<file path="src/rtl/mca_ctrl_sequencer_if.sv">
// Handshake bundle between the control-bit source / accumulator side and
// mca_ctrl_sequencer. The master side feeds samples and housekeeping strobes,
// and the slave side (the sequencer) returns the snapshot and status flags.
interface mca_ctrl_sequencer_if #(
  parameter int NUM_ADDITIONS = 16
);

  logic                     enable;
  logic                     in_valid;
  logic                     in_bit;
  logic                     clear_overrun;
  logic                     start;
  logic [NUM_ADDITIONS-1:0] S_values;
  logic                     busy;
  logic                     primed;
  logic                     overrun;

  modport master (
    output enable,
    output in_valid,
    output in_bit,
    output clear_overrun,
    input  start,
    input  S_values,
    input  busy,
    input  primed,
    input  overrun
  );

  modport slave (
    input  enable,
    input  in_valid,
    input  in_bit,
    input  clear_overrun,
    output start,
    output S_values,
    output busy,
    output primed,
    output overrun
  );

endinterface

</file>
<file path="src/rtl/mca_ctrl_sequencer.sv">
// Upstream sequencer for the multi-cycle add/sub accumulator. It shifts in one
// CBADC control bit per accepted sample and keeps the newest NUM_ADDITIONS bits.
// Every DOWNSAMPLE full-buffer samples it freezes the buffer onto S_values and
// pulses start. The snapshot is then held for the ADD_CYCLES-long adding window.
// A snapshot that falls due while that window is still open is dropped, and the
// sticky overrun flag records the drop.
module mca_ctrl_sequencer #(
  parameter int NUM_ADDITIONS = 16,
  parameter int DOWNSAMPLE    = 32,
  parameter int ADD_CYCLES    = 17
) (
  input  logic                  clk,
  input  logic                  resetn,
  mca_ctrl_sequencer_if.slave   bus
);

  localparam int FILL_W = $clog2(NUM_ADDITIONS + 1);
  localparam int DS_W   = (DOWNSAMPLE > 1) ? $clog2(DOWNSAMPLE) : 1;
  localparam int BC_W   = (ADD_CYCLES > 1) ? $clog2(ADD_CYCLES) : 1;

  localparam logic [FILL_W-1:0] FILL_FULL = FILL_W'(NUM_ADDITIONS);
  localparam logic [FILL_W-1:0] FILL_LAST = FILL_W'(NUM_ADDITIONS - 1);
  localparam logic [DS_W-1:0]   DS_LAST   = DS_W'(DOWNSAMPLE - 1);
  localparam logic [BC_W-1:0]   BC_LOAD   = BC_W'(ADD_CYCLES - 1);

  typedef enum logic [1:0] {
    ST_FILL,
    ST_IDLE,
    ST_BUSY
  } state_t;

  state_t                   state_q,    state_d;
  logic [NUM_ADDITIONS-1:0] shreg_q,    shreg_d;
  logic [FILL_W-1:0]        fill_cnt_q, fill_cnt_d;
  logic [DS_W-1:0]          ds_cnt_q,   ds_cnt_d;
  logic [BC_W-1:0]          busy_cnt_q, busy_cnt_d;
  logic                     start_q,    start_d;
  logic [NUM_ADDITIONS-1:0] s_values_q, s_values_d;
  logic                     busy_q,     busy_d;
  logic                     primed_q,   primed_d;
  logic                     overrun_q,  overrun_d;

  logic                     accept;
  logic                     buffer_full;
  logic                     ds_wrap;
  logic                     trigger;
  logic                     launch;
  logic                     drop;
  logic [NUM_ADDITIONS-1:0] shreg_shift;

  // Decode this cycle's sample and determine whether it completes a snapshot period.
  always_comb begin
    accept      = bus.enable & bus.in_valid;
    buffer_full = (fill_cnt_q >= FILL_LAST);
    ds_wrap     = (ds_cnt_q == DS_LAST);
    trigger     = accept & buffer_full & ds_wrap;
    launch      = trigger & (state_q != ST_BUSY);
    drop        = trigger & (state_q == ST_BUSY);
    shreg_shift = {shreg_q[NUM_ADDITIONS-2:0], bus.in_bit};
  end

  // Next-state logic for the buffer, the counters, the FSM and the registered outputs.
  always_comb begin
    state_d    = state_q;
    shreg_d    = shreg_q;
    fill_cnt_d = fill_cnt_q;
    ds_cnt_d   = ds_cnt_q;
    busy_cnt_d = busy_cnt_q;
    start_d    = start_q;
    s_values_d = s_values_q;
    busy_d     = busy_q;
    overrun_d  = overrun_q;

    if (bus.enable) begin
      start_d = 1'b0;

      if (accept) begin
        shreg_d = shreg_shift;
        if (fill_cnt_q != FILL_FULL) begin
          fill_cnt_d = fill_cnt_q + FILL_W'(1);
        end
        if (buffer_full) begin
          ds_cnt_d = ds_wrap ? '0 : ds_cnt_q + DS_W'(1);
        end
      end

      if (bus.clear_overrun) begin
        overrun_d = 1'b0;
      end

      case (state_q)
        ST_FILL: begin
          if (!launch && (fill_cnt_d == FILL_FULL)) begin
            state_d = ST_IDLE;
          end
        end
        ST_IDLE: begin
          state_d = ST_IDLE;
        end
        ST_BUSY: begin
          if (busy_cnt_q == '0) begin
            busy_d  = 1'b0;
            state_d = ST_IDLE;
          end else begin
            busy_cnt_d = busy_cnt_q - BC_W'(1);
          end
        end
        default: begin
          state_d = ST_FILL;
        end
      endcase

      if (drop) begin
        overrun_d = 1'b1;
      end

      if (launch) begin
        s_values_d = shreg_shift;
        start_d    = 1'b1;
        busy_d     = 1'b1;
        busy_cnt_d = BC_LOAD;
        state_d    = ST_BUSY;
      end
    end

    primed_d = (fill_cnt_d == FILL_FULL);
  end

  // State register; every flop returns to its idle value on an asynchronous reset.
  always_ff @(posedge clk or negedge resetn) begin
    if (!resetn) begin
      state_q    <= ST_FILL;
      shreg_q    <= '0;
      fill_cnt_q <= '0;
      ds_cnt_q   <= DS_LAST;
      busy_cnt_q <= '0;
      start_q    <= 1'b0;
      s_values_q <= '0;
      busy_q     <= 1'b0;
      primed_q   <= 1'b0;
      overrun_q  <= 1'b0;
    end else begin
      state_q    <= state_d;
      shreg_q    <= shreg_d;
      fill_cnt_q <= fill_cnt_d;
      ds_cnt_q   <= ds_cnt_d;
      busy_cnt_q <= busy_cnt_d;
      start_q    <= start_d;
      s_values_q <= s_values_d;
      busy_q     <= busy_d;
      primed_q   <= primed_d;
      overrun_q  <= overrun_d;
    end
  end

  assign bus.start    = start_q;
  assign bus.S_values = s_values_q;
  assign bus.busy     = busy_q;
  assign bus.primed   = primed_q;
  assign bus.overrun  = overrun_q;

endmodule

</file>
<file path="src/flat_wrapper.sv">
// flat-port wrapper written by rule: the top's interface ports become plain ports
module mca_ctrl_sequencer_flat 
#(
  parameter int NUM_ADDITIONS = 16,
  parameter int DOWNSAMPLE    = 32,
  parameter int ADD_CYCLES    = 17
)
  (clk, resetn, bus_enable, bus_in_valid, bus_in_bit, bus_clear_overrun, bus_start, bus_S_values, bus_busy, bus_primed, bus_overrun);
  mca_ctrl_sequencer_if #(.NUM_ADDITIONS(NUM_ADDITIONS)) bus_i ();
  input  logic clk;
  input  logic resetn;
  input wire logic [$bits(bus_i.enable)-1:0] bus_enable;
  input wire logic [$bits(bus_i.in_valid)-1:0] bus_in_valid;
  input wire logic [$bits(bus_i.in_bit)-1:0] bus_in_bit;
  input wire logic [$bits(bus_i.clear_overrun)-1:0] bus_clear_overrun;
  output wire logic [$bits(bus_i.start)-1:0] bus_start;
  output wire logic [$bits(bus_i.S_values)-1:0] bus_S_values;
  output wire logic [$bits(bus_i.busy)-1:0] bus_busy;
  output wire logic [$bits(bus_i.primed)-1:0] bus_primed;
  output wire logic [$bits(bus_i.overrun)-1:0] bus_overrun;
  assign bus_i.enable = bus_enable;
  assign bus_i.in_valid = bus_in_valid;
  assign bus_i.in_bit = bus_in_bit;
  assign bus_i.clear_overrun = bus_clear_overrun;
  assign bus_start = bus_i.start;
  assign bus_S_values = bus_i.S_values;
  assign bus_busy = bus_i.busy;
  assign bus_primed = bus_i.primed;
  assign bus_overrun = bus_i.overrun;
  mca_ctrl_sequencer #(.NUM_ADDITIONS(NUM_ADDITIONS), .DOWNSAMPLE(DOWNSAMPLE), .ADD_CYCLES(ADD_CYCLES)) u_core (.clk(clk), .resetn(resetn), .bus(bus_i));
endmodule
</file>
<file path="config.mk">
export PLATFORM = sky130hd
export DESIGN_NAME = mca_ctrl_sequencer_flat
export DESIGN_NICKNAME = d
export VERILOG_FILES = /design/src/rtl/mca_ctrl_sequencer_if.sv /design/src/rtl/mca_ctrl_sequencer.sv /design/src/flat_wrapper.sv
export SDC_FILE = /design/constraint.sdc
export NUM_CORES = 1
export LEC_CHECK = 0
export ABC_AREA = 1
export BUFFER_PORTS_ARGS = -buffer_cell sky130_fd_sc_hd__clkbuf_2
export CAP_MARGIN = 20
export CORE_MARGIN = 10
export CORE_UTILIZATION = 40
export CTS_CLUSTER_SIZE = 20
export DETAILED_ROUTE_END_ITERATION = 8
export PLACE_DENSITY = 0.63
export SETUP_SLACK_MARGIN = 0.4
export SLEW_MARGIN = 25
export SYNTH_ARGS = -nofsm -noshare
export SYNTH_HDL_FRONTEND = slang
export SYNTH_SLANG_ARGS = --single-unit
</file>
<file path="constraint.sdc">
create_clock -name clk -period 2.1 [get_ports clk]
set_input_delay 0.105 -clock clk [delete_from_list [all_inputs] [get_ports clk]]
set_output_delay 0.105 -clock clk [all_outputs]
set_load 0.005 [all_outputs]
</file>
* Yosys cells after proc, flatten, opt, wreduce, memory -nomap -nowiden
Cells that the tools add are included.
Widths: inputs -> output; s select.
** Cells by class
- $add $sub $neg :: 3
- Order comparisons :: 1
- Equal/unequal tests :: 10
- Muxes and demuxes :: 18
- Bitwise logic cells :: 5
- Reduce and logical (&&, ||, !) cells :: 14
** Operators with widths (count)
- $mux 5 :: 8
- $eq 5x5->1 const B :: 3
- $reduce_and 3->1 :: 4
- $add 5x1->5 const B :: 2
- $mux 1 :: 6
- $mux 2 :: 3
- $pmux 2 s3 :: 1
- $reduce_and 2->1 :: 3
- $reduce_bool 2->1 :: 3
- $and 1x1->1 :: 5
- $ge 5x4->1 const B :: 1
- $logic_not 5->1 :: 1
- $ne 5x5->1 const B :: 1
- $sub 5x1->5 const B :: 1
- $ne 3x1->1 const B :: 1
- $ne 3x2->1 const B :: 1
- $eq 2x1->1 const B :: 1
- $eq 2x2->1 const B :: 1
- $logic_not 2->1 :: 1
- $ne 2x1->1 const B :: 1
- $ne 2x2->1 const B :: 1
- $logic_and 1x1->1 :: 1
- $logic_not 1->1 :: 1
** Word-level totals
- Register bits after elaboration :: 52
- Input bits :: 6
- Output and inout port bits :: 20

* Logic depth before layout (Yosys ltp)
- Depth after elaboration :: 9
- Gate-level depth with buffers :: 14
- Depth with buffers taken out :: 14

* Least setup slack after synthesis
OpenSTA, ideal clock, no wires.
- Path kind :: flip-flop to flip-flop
- From :: register u_core.fill_cnt_q[0]
- To :: register u_core.busy_cnt_q[4]
- Library setup time :: 126 ps
- Data arrival time :: 1549 ps
- Data required time :: 1974 ps
- Slack :: 425 ps
- Cell stages (with the launch flop) :: 12
- Path through :: dfrtp_1 > ha_1 > inv_1 > nor3_1 > ha_1 > o21ai_2 > nand2_4 > nand2_4 > inv_4 > nand2_4 > buf_6 > nand3_1
** On the way
- Cells in the longest elaborated chain, start to end :: 6
- Elaborated cells between the ends (all ways) :: 8
- Classes of those cells :: order compare (1); eq/ne (1); mux (1); bitwise (3); reduce/logical (2)
** RTL lines
- from (decl) :: RTL line mca_ctrl_sequencer.sv:34 : logic [FILL_W-1:0] fill_cnt_q, fill_cnt_d;
- from (signal assigned) :: RTL line mca_ctrl_sequencer.sv:145 : fill_cnt_q <= fill_cnt_d;
- $ge 5x4->1 (*) :: RTL line mca_ctrl_sequencer.sv:54 : buffer_full = (fill_cnt_q >= FILL_LAST);
- $and 1x1->1 (*) (2 in a row) :: RTL line mca_ctrl_sequencer.sv:56 : trigger = accept & buffer_full & ds_wrap;
- $and 1x1->1 (*) :: RTL line mca_ctrl_sequencer.sv:57 : launch = trigger & (state_q != ST_BUSY);
- $ne 2x1->1 (no source line) / $reduce_bool 2->1 (equally long branches)
- $reduce_and 3->1 (no source line)
- to (signal assigned) :: RTL line mca_ctrl_sequencer.sv:147 : busy_cnt_q <= busy_cnt_d;
- to (decl) :: RTL line mca_ctrl_sequencer.sv:36 : logic [BC_W-1:0] busy_cnt_q, busy_cnt_d;
Every way passes the cells marked *; elsewhere a longest branch is shown, timed or not.
A chain may end at the register's enable or synchronous reset.

* Worst setup path after layout
- From :: register u_core.ds_cnt_q[1]
- To :: register u_core.s_values_q[2], in the netlist u_core.bus.S_values[2]
** On the way
- Cells in the longest elaborated chain, start to end :: 4
** RTL lines
- from (decl) :: RTL line mca_ctrl_sequencer.sv:35 : logic [DS_W-1:0] ds_cnt_q, ds_cnt_d;
- from (signal assigned) :: RTL line mca_ctrl_sequencer.sv:146 : ds_cnt_q <= ds_cnt_d;
- $eq 5x5->1 :: RTL line mca_ctrl_sequencer.sv:55 : ds_wrap = (ds_cnt_q == DS_LAST);
- $and 1x1->1 :: RTL line mca_ctrl_sequencer.sv:56
- $and 1x1->1 :: RTL line mca_ctrl_sequencer.sv:57
- $reduce_and 2->1 (no source line)
- to (signal assigned) :: RTL line mca_ctrl_sequencer.sv:149 : s_values_q <= s_values_d;
- to (decl) :: RTL line mca_ctrl_sequencer.sv:38 : logic [NUM_ADDITIONS-1:0] s_values_q, s_values_d;
No other way between the ends.

==> out/results.tsv <==
metric	value	unit
dieArea	0.009384	sq mm
syn2layout_area_growth	27.63	%
mostFrequentLayoutCells	65 x nand2_1, 47 x dfrtp_1, 39 x inv_1	
path_delay_family	flip-flops	
fin_skew	0.004567	ns
ant_nets	0	
dr.pass1.iters	4	
fillerInstances	534	
final_common_cell	nand2_1	
slew_viol_final	0	
grt_pass1_wl	8.569	mm
hold_class	in -> reg	
synth_area_leader_cell	dfrtp_1	
syn_inst	260	
cp-end-kind	register	
via_per_inst	4.630	
core	0.005608	sq mm
cts_tree	built	
worstSetupStartpointType	register	
grt_max_degree	53	
synthSimpleGateAreaFrac	19.48	%
max_stage_delay	0.57	ns
final_core_util	53.79	%
io_buffers	25	
synth_xor_area_share	0.7411	%
wl	4.758	mm
clock_insertion_delay_worst_skew	0.31	ns
dpl.cell_count	354	
timing_hold_violations_final	0	
worstSetupPathType	reg -> reg	
cp_num_buf_inv	3	
r2r_cells	10	
synth_top_family_by_area	simple AND/OR/NAND/NOR gates	
vias	1750	
die_h	96.87	um
critPathMaxFanout	6	
fin_tns_setup	0	ns
grt_pass1_vias	1891	
clockBufferDepth	2	
ioPinCount	26	
whs_path_depth	3	
diodes	0	
yosys_warnings	0	
fin_crit	1.785	ns
critPathArrivalTime	2.02	ns
dp_hpwl	3.023	mm
synthTopCellsByArea	dfrtp_1 50%, nand2_1 11%, inv_1 6.5%	
cts.clk_slew.worst_paths	0.09	ns
power_leakage	1.537	nW
p_per_area	852.9	mW/mm^2
crit_slowest_cell	dfstp_2	
drive_above_1_share	33.01	%
ys_seq_area_share	55.32	%
synthesis.nets	273	
route.detailed.wl_per_inst	12.59	um
ys_ff_latch	52	
worst_slew_pin_slew	0.6460	ns
maxCapViolCount	0	
synthMuxAreaShare	0	%
cts_sinks	52	
grtUsageTotal	10.56	%
period_share	85.01	%
rsz0062_at_grt	true	
overflow	0	
syn_area_per_cell	9.090	sq um
path_depth	10	
num_rows	27	
synth_compound_area_share	11.91	%
syn-cell-area	0.002364	sq mm
cts_buffers	5	
status	finished clean	
synth_top_area_share	49.76	%
nets	318	
start_util	42.15	%
drt_iter0_drc	107	
worstPathCellList	ha_4 > nand2_2 > nor2_2 > ha_2 > nand2_4 > inv_4 > nand2_8 > buf_12 > buf_6 > o21ai_2	
fin_cells	378	
max-slew-margin-rel	56.93	%
cp.required	2.34	ns
antenna_found_initial	0	
final-setup-viol-count	0	
place_congestion	0.8492	
synthAdderAreaFrac	3.706	%
htreeDepth	2	
synth.distinct_cells	21	
route.detailed.drc	0	
root_buffer	clkbuf_8	
fmax	560.2	MHz
fp.dieW	96.87	um
whs	0.03902	ns
vdd_ir_drop_max	0.4731	mV
total_power	2.573	mW
-- kinds of logic (layout without fill, tap and decap cells) --
kind of cell             after synthesis  in the layout
adder cells (fa/ha/maj)                7              7
XOR/XNOR                               2              2
AO/OA/AOI/OAI                         44             44
flip-flops                            52             52
buffers and inverters                 49             95
AND/OR/NAND/NOR                      106            106
-- area by class of cell --
cell class,count,area (sq um),share of cell area (%)
timing repair buffer,44,395.4,13.11
tap,72,90.09,2.986
multi-input combinational,159,953.4,31.61
clock inverter,1,7.507,0.2489
sequential,52,1308,43.34
clock buffer,7,86.33,2.862
inverter,43,176.4,5.848
-- worst register-to-register path, stage by stage (launching register included) --
cell and delay [ns]:
dfstp_2 0.57, ha_4 0.14, nand2_2 0.05, nor2_2 0.10, ha_2 0.21, nand2_4 0.07
inv_4 0.08, nand2_8 0.10, buf_12 0.17, buf_6 0.11, o21ai_2 0.11
-- routing by layer --
| layer | wire [um] | part of all wire (%) | GRT usage [%] | vias up |
|---|---|---|---|---|
| met1 | 2092 | 44 | 12.00 | 817 |
| met4 | 109 | 2.3 | 4.735 | 0 |
| met2 | 2373 | 50 | 17.79 | 27 |
| met3 | 183 | 3.8 | 3.123 | 11 |
| li1 | - | - | - | 895 |
| met5 | 0 | 0 | 0 | - |
-- power by group --
group | internal, mW | leakage, nW | total [mW] | switching (mW)
combinational | 0.253 | 0.816 | 0.633 | 0.380
sequential | 1.21 | 0.677 | 1.34 | 0.126
clock | 0.269 | 0.0445 | 0.600 | 0.331
total | 1.74 | 1.54 | 2.57 | 0.837
-- cells in the mapped netlist --
cell type  count
ha_1           7
dfstp_2        5
a21oi_1        4
nand3_1       12
o21ai_2       16
nand2_2        1
inv_4          1
nor2_1        12
o21ai_0       23
nor3_1         3
nand2_4        4
inv_2          1
nor2_4         1
buf_6          3
o22ai_1        1
inv_1         41
dfrtp_1       47
nor3b_1        1
xor2_1         2
nand2_1       72
clkbuf_1       3
-- flip-flops by register name, summed over array words and instances (netlist names) --
name                 count
u_core.bus.overrun       1
u_core.busy_cnt_q        5
u_core.state_q           2
u_core.fill_cnt_q        5
u_core.shreg_q          15
u_core.ds_cnt_q          5
u_core.bus.S_values     16
u_core.bus.primed        1
u_core.bus.start         1
u_core.bus.busy          1
-- path summary, 6_finish.rpt --
kind,from,slack [ns],to
hold / removal,bus_in_bit,0.04,u_core.bus.S_values[0]$_DFFE_PN0P_
setup / recovery,u_core.ds_cnt_q[1]$_DFFE_PN1P_,0.31,u_core.bus.S_values[2]$_DFFE_PN0P_
hold reg to reg,u_core.ds_cnt_q[4]$_DFFE_PN1P_,0.47,u_core.ds_cnt_q[4]$_DFFE_PN1P_
max in group asynchronous,resetn,1.22,u_core.bus.S_values[1]$_DFFE_PN0P_
min in group asynchronous,resetn,0.44,u_core.shreg_q[8]$_DFFE_PN0P_
setup reg to reg,u_core.ds_cnt_q[1]$_DFFE_PN1P_,0.31,u_core.bus.S_values[2]$_DFFE_PN0P_
-- through the flow --
| step | worst slack, ns | cell area [sq um] |
|---|---|---|
| 2_1_floorplan | 0.4248 | 2364 |
| 3_3_place_gp | 0.2399 | 2569 |
| 3_5_place_dp | 0.1923 | 2569 |
| 4_1_cts | 0.3224 | 2949 |
| 5_1_grt | 0.2262 | 3017 |
| 6_report | 0.3149 | 3017 |
-- what timing repair did --
action	CTS	global route
pin swaps	11	10
setup endpoints to repair	24	27
cloned	3	0
resized for setup	23	20
buffers inserted	12	0
hold buffers	1	0
hold endpoints to repair	47	0
No activity file was read; power rests on OpenSTA's default activity.
